<file path="config.mk">
export PLATFORM = sky130hd
export DESIGN_NAME = simpleadder_result_fifo
export DESIGN_NICKNAME = d
export VERILOG_FILES = /design/src/rtl/simpleadder_result_fifo.sv
export SDC_FILE = /design/constraint.sdc
export NUM_CORES = 1
export LEC_CHECK = 0
export ABC_AREA = 1
export BUFFER_PORTS_ARGS = -buffer_cell sky130_fd_sc_hd__buf_2
export CAP_MARGIN = 25
export CORE_MARGIN = 1.5
export CORE_UTILIZATION = 56
export DETAILED_ROUTE_END_ITERATION = 6
export GPL_TIMING_DRIVEN = 0
export PLACE_DENSITY = 0.79
export SETUP_SLACK_MARGIN = 0.2
export SLEW_MARGIN = 10
export SYNTH_ARGS = -nofsm -noshare
export SYNTH_HDL_FRONTEND = slang
export SYNTH_SLANG_ARGS = --single-unit
</file>
<file path="constraint.sdc">
create_clock -name sig_clock -period 3.1 [get_ports sig_clock]
set_input_delay 0.31 -clock sig_clock [delete_from_list [all_inputs] [get_ports sig_clock]]
set_output_delay 0.31 -clock sig_clock [all_outputs]
set_load 0.05 [all_outputs]
</file>
<file path="src/rtl/simpleadder_result_fifo.sv">
// Result buffer behind the simple adder: first-word-fall-through FIFO with a
// valid/ready consumer side and a sticky drop flag and counter on the producer side.
module simpleadder_result_fifo #(
  parameter int DATA_WIDTH = 8,
  parameter int DEPTH      = 4
) (
  input  logic                       sig_clock,
  input  logic                       sig_rst,
  input  logic                       in_valid,
  input  logic [DATA_WIDTH-1:0]      in_data,
  output logic                       out_valid,
  output logic [DATA_WIDTH-1:0]      out_data,
  input  logic                       out_ready,
  output logic [$clog2(DEPTH):0]     count,
  output logic                       full,
  output logic                       empty,
  output logic                       overflow,
  output logic [7:0]                 drop_cnt,
  input  logic                       clr_ovf
);

  localparam int AW = $clog2(DEPTH);
  localparam logic [AW:0] PTR_ONE = {{AW{1'b0}}, 1'b1};

  logic [DATA_WIDTH-1:0] mem [DEPTH];
  logic [AW:0]           wr_ptr;
  logic [AW:0]           rd_ptr;
  logic                  pop;
  logic                  push;
  logic                  drop;

  assign empty = (wr_ptr == rd_ptr);
  assign full  = (wr_ptr[AW] != rd_ptr[AW]) && (wr_ptr[AW-1:0] == rd_ptr[AW-1:0]);
  assign count = wr_ptr - rd_ptr;

  assign out_valid = !empty;
  assign out_data  = empty ? '0 : mem[rd_ptr[AW-1:0]];

  // A full FIFO still accepts a result when the head leaves on the same edge.
  assign pop  = !empty && out_ready;
  assign push = in_valid && (!full || pop);
  assign drop = in_valid && full && !pop;

  always_ff @(posedge sig_clock) begin
    if (push) begin
      mem[wr_ptr[AW-1:0]] <= in_data;
    end
  end

  always_ff @(posedge sig_clock or negedge sig_rst) begin
    if (!sig_rst) begin
      wr_ptr <= '0;
      rd_ptr <= '0;
    end else begin
      if (push) begin
        wr_ptr <= wr_ptr + PTR_ONE;
      end
      if (pop) begin
        rd_ptr <= rd_ptr + PTR_ONE;
      end
    end
  end

  // Clear takes effect first, so a drop on the clearing edge still registers.
  always_ff @(posedge sig_clock or negedge sig_rst) begin
    if (!sig_rst) begin
      overflow <= 1'b0;
      drop_cnt <= 8'd0;
    end else if (clr_ovf) begin
      overflow <= drop;
      drop_cnt <= drop ? 8'd1 : 8'd0;
    end else if (drop) begin
      overflow <= 1'b1;
      if (drop_cnt != 8'hFF) begin
        drop_cnt <= drop_cnt + 8'd1;
      end
    end
  end

endmodule

</file>
# After elaboration in Yosys (flattened, before gate mapping)
# Memory sizes are Yosys's and may differ from the RTL's.
# Cells that the tools add are included.
[classes] reduce_logical=12 n_addsub=4 muxes=9 n_eq_ne=4
[op_table] op="8-bit 2-to-1 mux" n=4
[op_table] op="8-bit by 1-bit adder with 8-bit output (second input constant)" n=1
[op_table] op="8-bit inequality test (second input constant)" n=1
[op_table] op="3-bit by 1-bit adder with 3-bit output (second input constant)" n=2
[op_table] op="1-bit logical AND" n=5
[op_table] op="1-bit 2-to-1 mux" n=5
[op_table] op="2-bit nonzero test" n=2
[op_table] op="3-bit equality test" n=1
[op_table] op="1-bit logical NOT" n=3
[op_table] op="3-bit subtractor" n=1
[op_table] op="2-bit equality test" n=1
[op_table] op="2-bit AND reduction" n=1
[op_table] op="1-bit logical OR" n=1
[op_table] op="1-bit inequality test" n=1
[totals] ramBits=32 inputBits=13 mem_count=1 regBits=15 elab_cells=34 output_inout_bits=23
[memory_table] memory="mem" depth=4 width=8 rd=1 rd_clocked_by_memory_dff=0 wr=1 line="25" source="logic [DATA_WIDTH-1:0] mem [DEPTH];"

# Logic depth before layout (Yosys ltp)
# Gate-level depths: netlist (run 1).
[logic_depth] depth_word=7 ltp_mapped=10 ltp_nobuf=9

# Worst setup path after synthesis (run 1)
# OpenSTA, ideal clock, no wires.
[synth_timing] path_type="reg-to-output" start="register rd_ptr[1]" end="output out_data[0]" n_path_buf=2 t_arrival_ns=2.185 setup_slack_ns=0.605 stages_incl_launch_ff=8 t_required_ns=2.790 path_cell_list="dfrtp_1 buf_4 clkinv_1 ha_1 nand2_1 nor2_4 buf_4 a21oi_1"
[synth_via] elab_chain_len=2 elab_cells_between_ends=3 cone_classes="eq/ne: 1; mux: 1; memory: 1"
[synth_lines] element="start: declaration" line="27" source="logic [AW:0] rd_ptr;"
[synth_lines] element="start signal: assignment" line="59" source="rd_ptr <= rd_ptr + PTR_ONE;"
[synth_lines] element="3-bit equality test" line="32" source="assign empty = (wr_ptr == rd_ptr);"
[synth_lines] element="net empty" line="16" source="output logic empty,"
[synth_lines] element="8-bit 2-to-1 mux" line="37" source="assign out_data = empty ? '0 : mem[rd_ptr[AW-1:0]];"
[synth_lines] element="end: declaration" line="12" source="output logic [DATA_WIDTH-1:0] out_data,"
# The timed path passes the listed nets, and every way through them passes these cells.

# Worst setup path after layout (run 1)
[layout_timing] start="register rd_ptr[1]" end="memory mem[2][4], enable pin"
[layout_via] elab_chain_len=7 elab_cells_between_ends=10 cone_classes="eq/ne: 2; mux: 2; reduce/logical: 6"
[layout_lines] element="3-bit equality test or 2-bit equality test (tied branches)" line="32, 33"
[layout_lines] element="1-bit logical NOT or 1-bit logical AND (tied branches)" line="40, 33"
[layout_lines] element="1-bit logical AND or 1-bit logical NOT (tied branches)" line="40, 41"
[layout_lines] element="1-bit logical OR *" line="41" source="assign push = in_valid && (!full || pop);"
[layout_lines] element="1-bit logical AND *" line="41"
[layout_lines] element="1-bit 2-to-1 mux *" line="45" source="if (push) begin"
[layout_lines] element="1-bit 2-to-1 mux (not written as such) *" line="46" source="mem[wr_ptr[AW-1:0]] <= in_data;"
[layout_lines] element="end: declaration" line="25"
# Mark *: on every way between the ends. The rest lies on a longest branch, timed or not.

==> results.toml, run 1 <==
[drt]
viasPerCell = 5.04
vias = 1679
wirelength_um = 4480
post_drt_wl_per_cell_um = 13.5
drc = 0
final_antenna_net_count = 0
drtIter0Drc = 93
firstDrtPassIters = 4

[synthesis]
yosys_warnings = 0
syn-cell-area_mm2 = 0.00230
synth_cells = 239
synth.avg_cell_area_um2 = 9.64
netlist.area_leader.share_pct = 41.7
syn_nets = 261
synth.largest_area_cell = "edfxtp_1"
synth.area.top_cells = "edfxtp_1, dfrtp_1, nand2_1, nor2_1, ha_1"
ys_seq_area_share_pct = 58.0
ys_ff_latch = 47
yosysUniqueCellTypes = 25

[cts]
ctsLongestPathBuffers = 2
h-tree-depth = 2
cts_root_buffer = "clkbuf_8"
cts_tree = "yes"
numCtsBuffers = 5
clk_pin_slew_worst_paths_ps = 90
clk_latency_ps = 300
cts_sinks = 47

[die]
die_x_um = 67.1
rows = 23
die_y_um = 67.1
core_mm2 = 0.00397
initial_core_util_pct = 58.0
io_pins = 36
dieArea_mm2 = 0.00451

[placed_design]
io_buffers = 35
gp_congestion = 0.838
hpwl_um = 2990

[worst_setup_path]
slowest_stage = "nor2_1"
path_class = "register to register"
arrival_ps = 2700
start_kind = "register"
required_ps = 3030
max_stage_delay_ps = 620
end_kind = "register"
crit_chain = "buf_4 -> clkinv_1 -> ha_1 -> nand2_1 -> inv_1 -> nand2_4 -> o21ai_4 -> nor2_1"
worst-path-max-fanout = 10

[sta]
drv_slew = 0
hold_violations = 0
layout_min_cycle_time_ps = 2770
tns_ps = 0
fin_crit_sh_pct = 89.3
skew_ps = 9.40
rsz0062_at_grt = "yes"
fmax_ghz = 0.361
setup_violations = 0
worst_pin_slew_ps = 786
max-slew-margin-rel_pct = 47.4

[min_path]
hold_path.class = "input pin to register"

[grt]
grt_antenna_before_repair = 0
grt_pass1_vias = 1518
grt_max_degree = 17
grt_pass1_wl_um = 7050
grt_usage_pct = 21.6
grt_overflow = 0

[outcome]
outcome = "finished, final reports clean"

[run]
maxCapViolCount = 0

[layout]
final_nets = 304
synthToLayoutAreaGrowth_pct = 16.0
drive_gt1_share_pct = 22.3
diodes = 0
-- worst paths after layout --
check	from	endpoint	slack (ps)	cells past startpoint
max in group asynchronous	sig_rst	wr_ptr[1]	2380	2
min	in_data[2]	mem[2][2]	220	1
max reg2reg	rd_ptr[1]	mem[2][4]	330	8
min in group asynchronous	sig_rst	wr_ptr[0]	450	2
max	rd_ptr[1]	mem[2][4]	330	8
min reg2reg	overflow	overflow	500	2
-- logic make-up (layout without fill, tap and decap cells) --
logic type | Yosys count | in the layout | share of synthesized area (%)
simple gates | 118 | 118 | 22.1
xor+xnor | 5 | 5 | 1.90
flops | 47 | 47 | 58.0
fa+ha+maj | 9 | 9 | 5.21
compound gates | 30 | 30 | 7.17
buf+inv | 30 | 74 | 5.60
-- critical path, delay by kind of cell (launching register included) --
kind / cells / cell delay [ps]
AND/OR/NAND/NOR: 3 / 860
adder cells (fa/ha/maj): 1 / 400
buffers and inverters: 3 / 620
AO/OA/AOI/OAI: 1 / 100
flip-flops: 1 / 400
-- synthesized netlist by cell type --
cell	n
nand2_1	51
nor2_1	50
edfxtp_1	32
inv_1	21
o21ai_0	19
dfrtp_1	15
a21oi_1	9
ha_1	8
nand3_1	6
buf_4	4
xor2_1	4
nand2_2	3
clkinv_1	2
inv_2	2
nand2_4	2
nor2_4	2
clkbuf_2	1
fa_1	1
nand3_4	1
nor2_2	1
nor3_1	1
nor3b_1	1
o21ai_2	1
o21ai_4	1
xnor2_1	1
-- per-stage QoR --
stage / instance area [µm²] / hold WS [ps] / setup slack, ps / utilization (%) / cells
after global routing: 2670 / 212 / 188 / 67.3 / 333
after global placement: 2540 / 232 / 372 / 64.0 / 324
after CTS: 2670 / 214 / 314 / 67.1 / 333
final: 2670 / 225 / 332 / 67.3 / 333
after floorplan: 2300 / 14.4 / 605 / - / 239
after detailed placement: 2540 / 237 / 330 / 64.0 / 324
-- sequential cells by signal, summed over array words and instances, names as in the netlist --
signal    cells
mem          32
drop_cnt      8
rd_ptr        3
wr_ptr        3
overflow      1
-- cell type report --
type | count | area [µm²]
multi-input combinational | 162 | 843
inverter | 25 | 93.8
tap | 50 | 62.6
clock inverter | 3 | 46.3
fill | 313 | 1300
buffer | 5 | 35.0
clock buffer | 5 | 68.8
sequential | 47 | 1340
timing repair buffer | 36 | 185
-- cell usage in the layout, fill, tap and decap left out, drive strengths merged --
master and n:
ha 8, nor3b 1, bufinv 1, nand3 7
inv 24, buf 39, o21ai 21, xor2 4
nor2 53, a21oi 9, clkinvlp 1, fa 1
nor3 1, dlygate4sd3 1, clkinv 2, xnor2 1
nand2 56, edfxtp 32, dfrtp 15, clkbuf 6
-- routing by layer --
metal | vias to the layer above | track usage (%) | part of all wire, %
met4 | 0 | 6.12 | 0.98
met1 | 777 | 28.7 | 42
li1 | 855 | - | -
met3 | 4 | 4.00 | 5.4
met2 | 43 | 36.6 | 52
met5 | - | 0 | 0
-- repair_timing --
action | 4_1_cts | 5_1_grt
setup buffers | 0 | 0
hold endpoints to repair | 15 | 0
gates resized for setup | 0 | 2
endpoints found under the setup margin | 0 | 16
hold buffers | 1 | 0
Power of run 1 is left out: the tool's default activity adds up to more than one toggle a clock period on the data nets, which glitch-free logic cannot reach.
==> inputs of run 2 (changes only) <==
==> config.mk (replaced) <==
export PLATFORM = sky130hd
export DESIGN_NAME = simpleadder_result_fifo
export DESIGN_NICKNAME = d
export VERILOG_FILES = /design/src/rtl/simpleadder_result_fifo.sv
export SDC_FILE = /design/constraint.sdc
export NUM_CORES = 1
export LEC_CHECK = 0
export ABC_AREA = 1
export CAP_MARGIN = 25
export CORE_MARGIN = 1.5
export CORE_UTILIZATION = 60
export DETAILED_ROUTE_END_ITERATION = 6
export DONT_BUFFER_PORTS = 1
export GPL_TIMING_DRIVEN = 0
export PLACE_DENSITY = 0.76
export SETUP_SLACK_MARGIN = 0.2
export SYNTH_ARGS = -nofsm -noshare
export SYNTH_HDL_FRONTEND = slang
export SYNTH_SLANG_ARGS = --single-unit
==> constraint.sdc (replaced) <==
create_clock -name sig_clock -period 3.4 [get_ports sig_clock]
set_input_delay 0.34 -clock sig_clock [delete_from_list [all_inputs] [get_ports sig_clock]]
set_output_delay 0.34 -clock sig_clock [all_outputs]
set_load 0.05 [all_outputs]
==> run 2 against run 1 <==
  * Setup slack worse by 97 ps
  * Final area is 6.6% lower
  * Clock skew is 1.4 ps lower
  * Register-to-register slack better by 360 ps
  * Cell count is 11% lower
  * First-iteration DRC count is 15% higher
==> results.toml, run 2 (synthesized netlist as in run 1, its figures left out) <==
[outcome]
outcome = "finished, final reports clean"

[drt]
firstDrtPassIters = 4
final_antenna_net_count = 0
vias = 1553
drtIter0Drc = 107
wirelength_um = 4360
drc = 0
viasPerCell = 5.26
post_drt_wl_per_cell_um = 14.8

[sta]
layout_min_cycle_time_ps = 3160
setup_violations = 0
skew_ps = 8.04
fin_crit_sh_pct = 93.1
tns_ps = 0
hold_violations = 0
rsz0062_at_grt = "yes"
max-slew-margin-rel_pct = 29.8
fmax_ghz = 0.316
drv_slew = 0
worst_pin_slew_ps = 1060

[layout]
multi_input_area_um2 = 853
largest_register_ffs = 32
final_nets = 269
seq_area_mm2 = 0.00134
diodes = 0
synthToLayoutAreaGrowth_pct = 8.31
layout.cells.most_common = "nand2_1"
final_cell_mix = "nand2_1, nor2_1, edfxtp_1"
drive_gt1_share_pct = 11.7
fillCellCount = 284

[die]
io_pins = 36
rows = 22
initial_core_util_pct = 62.9
die_y_um = 65.0
die_x_um = 65.0
core_mm2 = 0.00366
dieArea_mm2 = 0.00422

[cts]
clk_pin_slew_worst_paths_ps = 90
numCtsBuffers = 5
post_cts_buffers = 0
cts_tree = "yes"
cts_root_buffer = "clkbuf_8"
cts_sinks = 47
h-tree-depth = 2
ctsLongestPathBuffers = 2
clk_latency_ps = 300

[placed_design]
io_buffers = 0
gp_congestion = 0.800
hpwl_um = 2990

[worst_setup_path]
worst-path-max-fanout = 10
rr_endpoint = "mem[0][0]"
end_kind = "output pin"
r2r_cells = 8
start_kind = "register"
critPathLaunch = "rd_ptr[1]"
required_ps = 3060
rrSetupSlack_ps = 690
arrival_ps = 2820
path_class = "register to output pin"
worstReg2RegStart = "rd_ptr[1]"

[grt]
grt_pass1_wl_um = 7290
grt_antenna_before_repair = 0
gr-usage-met3_pct = 7.29
gr-usage-met1_pct = 30.3
grt_overflow = 0
grt-busiest-layer = "met2"
use_met2_pct = 38.8
grt_pass1_vias = 1525
grt_usage_pct = 23.9
grt_max_degree = 16

[min_path]
min_from = "in_data[7]"
hold_path.class = "input pin to register"
whs_endpoint = "mem[2][7]"
hold_depth = 0

[run]
maxCapViolCount = 0
[run 2: changes by cell type in the layout (fill, tap and decap cells not counted)]
cell     before  now
nor2_1       48   50
a21oi_2       0    4
nor2_2        3    1
inv_6         1    0
buf_2        35    0
a21oi_1       9    5
[run 2: per-stage QoR]
step / cell area (µm²) / utilization (%) / hold WS (ps) / std cells / setup slack [ps]
final: 2490 / 68.1 / 129 / 295 / 235
after detailed placement: 2360 / 64.6 / 44.9 / 287 / 546
after global placement: 2360 / 64.6 / 44.9 / 287 / 535
after floorplan: 2300 / - / 44.4 / 239 / 875
after global routing: 2490 / 68.1 / 113 / 295 / 72.7
after CTS: 2480 / 67.7 / 124 / 295 / 203
[run 2: worst max-delay path by stage]
stage | endpoint | cells after the start
global route | out_data[1] | 7
global placement | out_data[4] | 7
floorplan | out_data[0] | 7
detailed placement | out_data[2] | 7
CTS | out_data[2] | 7
finish | out_data[1] | 7
[run 2: repair_timing]
item,in CTS,in global routing
hold buffers,1,0
gates resized for setup,0,4
endpoints found under the setup margin,0,8
endpoints found under the hold margin,15,0
[run 2: layout make-up]
cell class | instances | share of cell area (%)
Buffer | 5 | 1.40
Timing Repair Buffer | 1 | 0.401
Clock buffer | 5 | 2.76
Tap cell | 48 | 2.41
Clock inverter | 2 | 1.50
Inverter | 25 | 3.76
Sequential cell | 47 | 53.6
Multi-Input combinational cell | 162 | 34.2
[run 2: per-layer routing]
| layer | vias to the layer above | routed length (µm) | share of wire [%] |
|---|---|---|---|
| met5 | - | 0 | 0 |
| met1 | 730 | 2030 | 46 |
| li1 | 782 | - | - |
| met2 | 36 | 2080 | 48 |
| met3 | 5 | 181 | 4.2 |
| met4 | 0 | 70 | 1.6 |
[run 2: worst max-delay path, cell delays in order, from the launching register on]
cell and delay (ps):
dfrtp_1 400, buf_4 200, clkinv_1 280, ha_1 370, nand2_1 130, nor2_4 60, buf_4 220, a21oi_1 840
Power of run 2 is left out for the same reason.
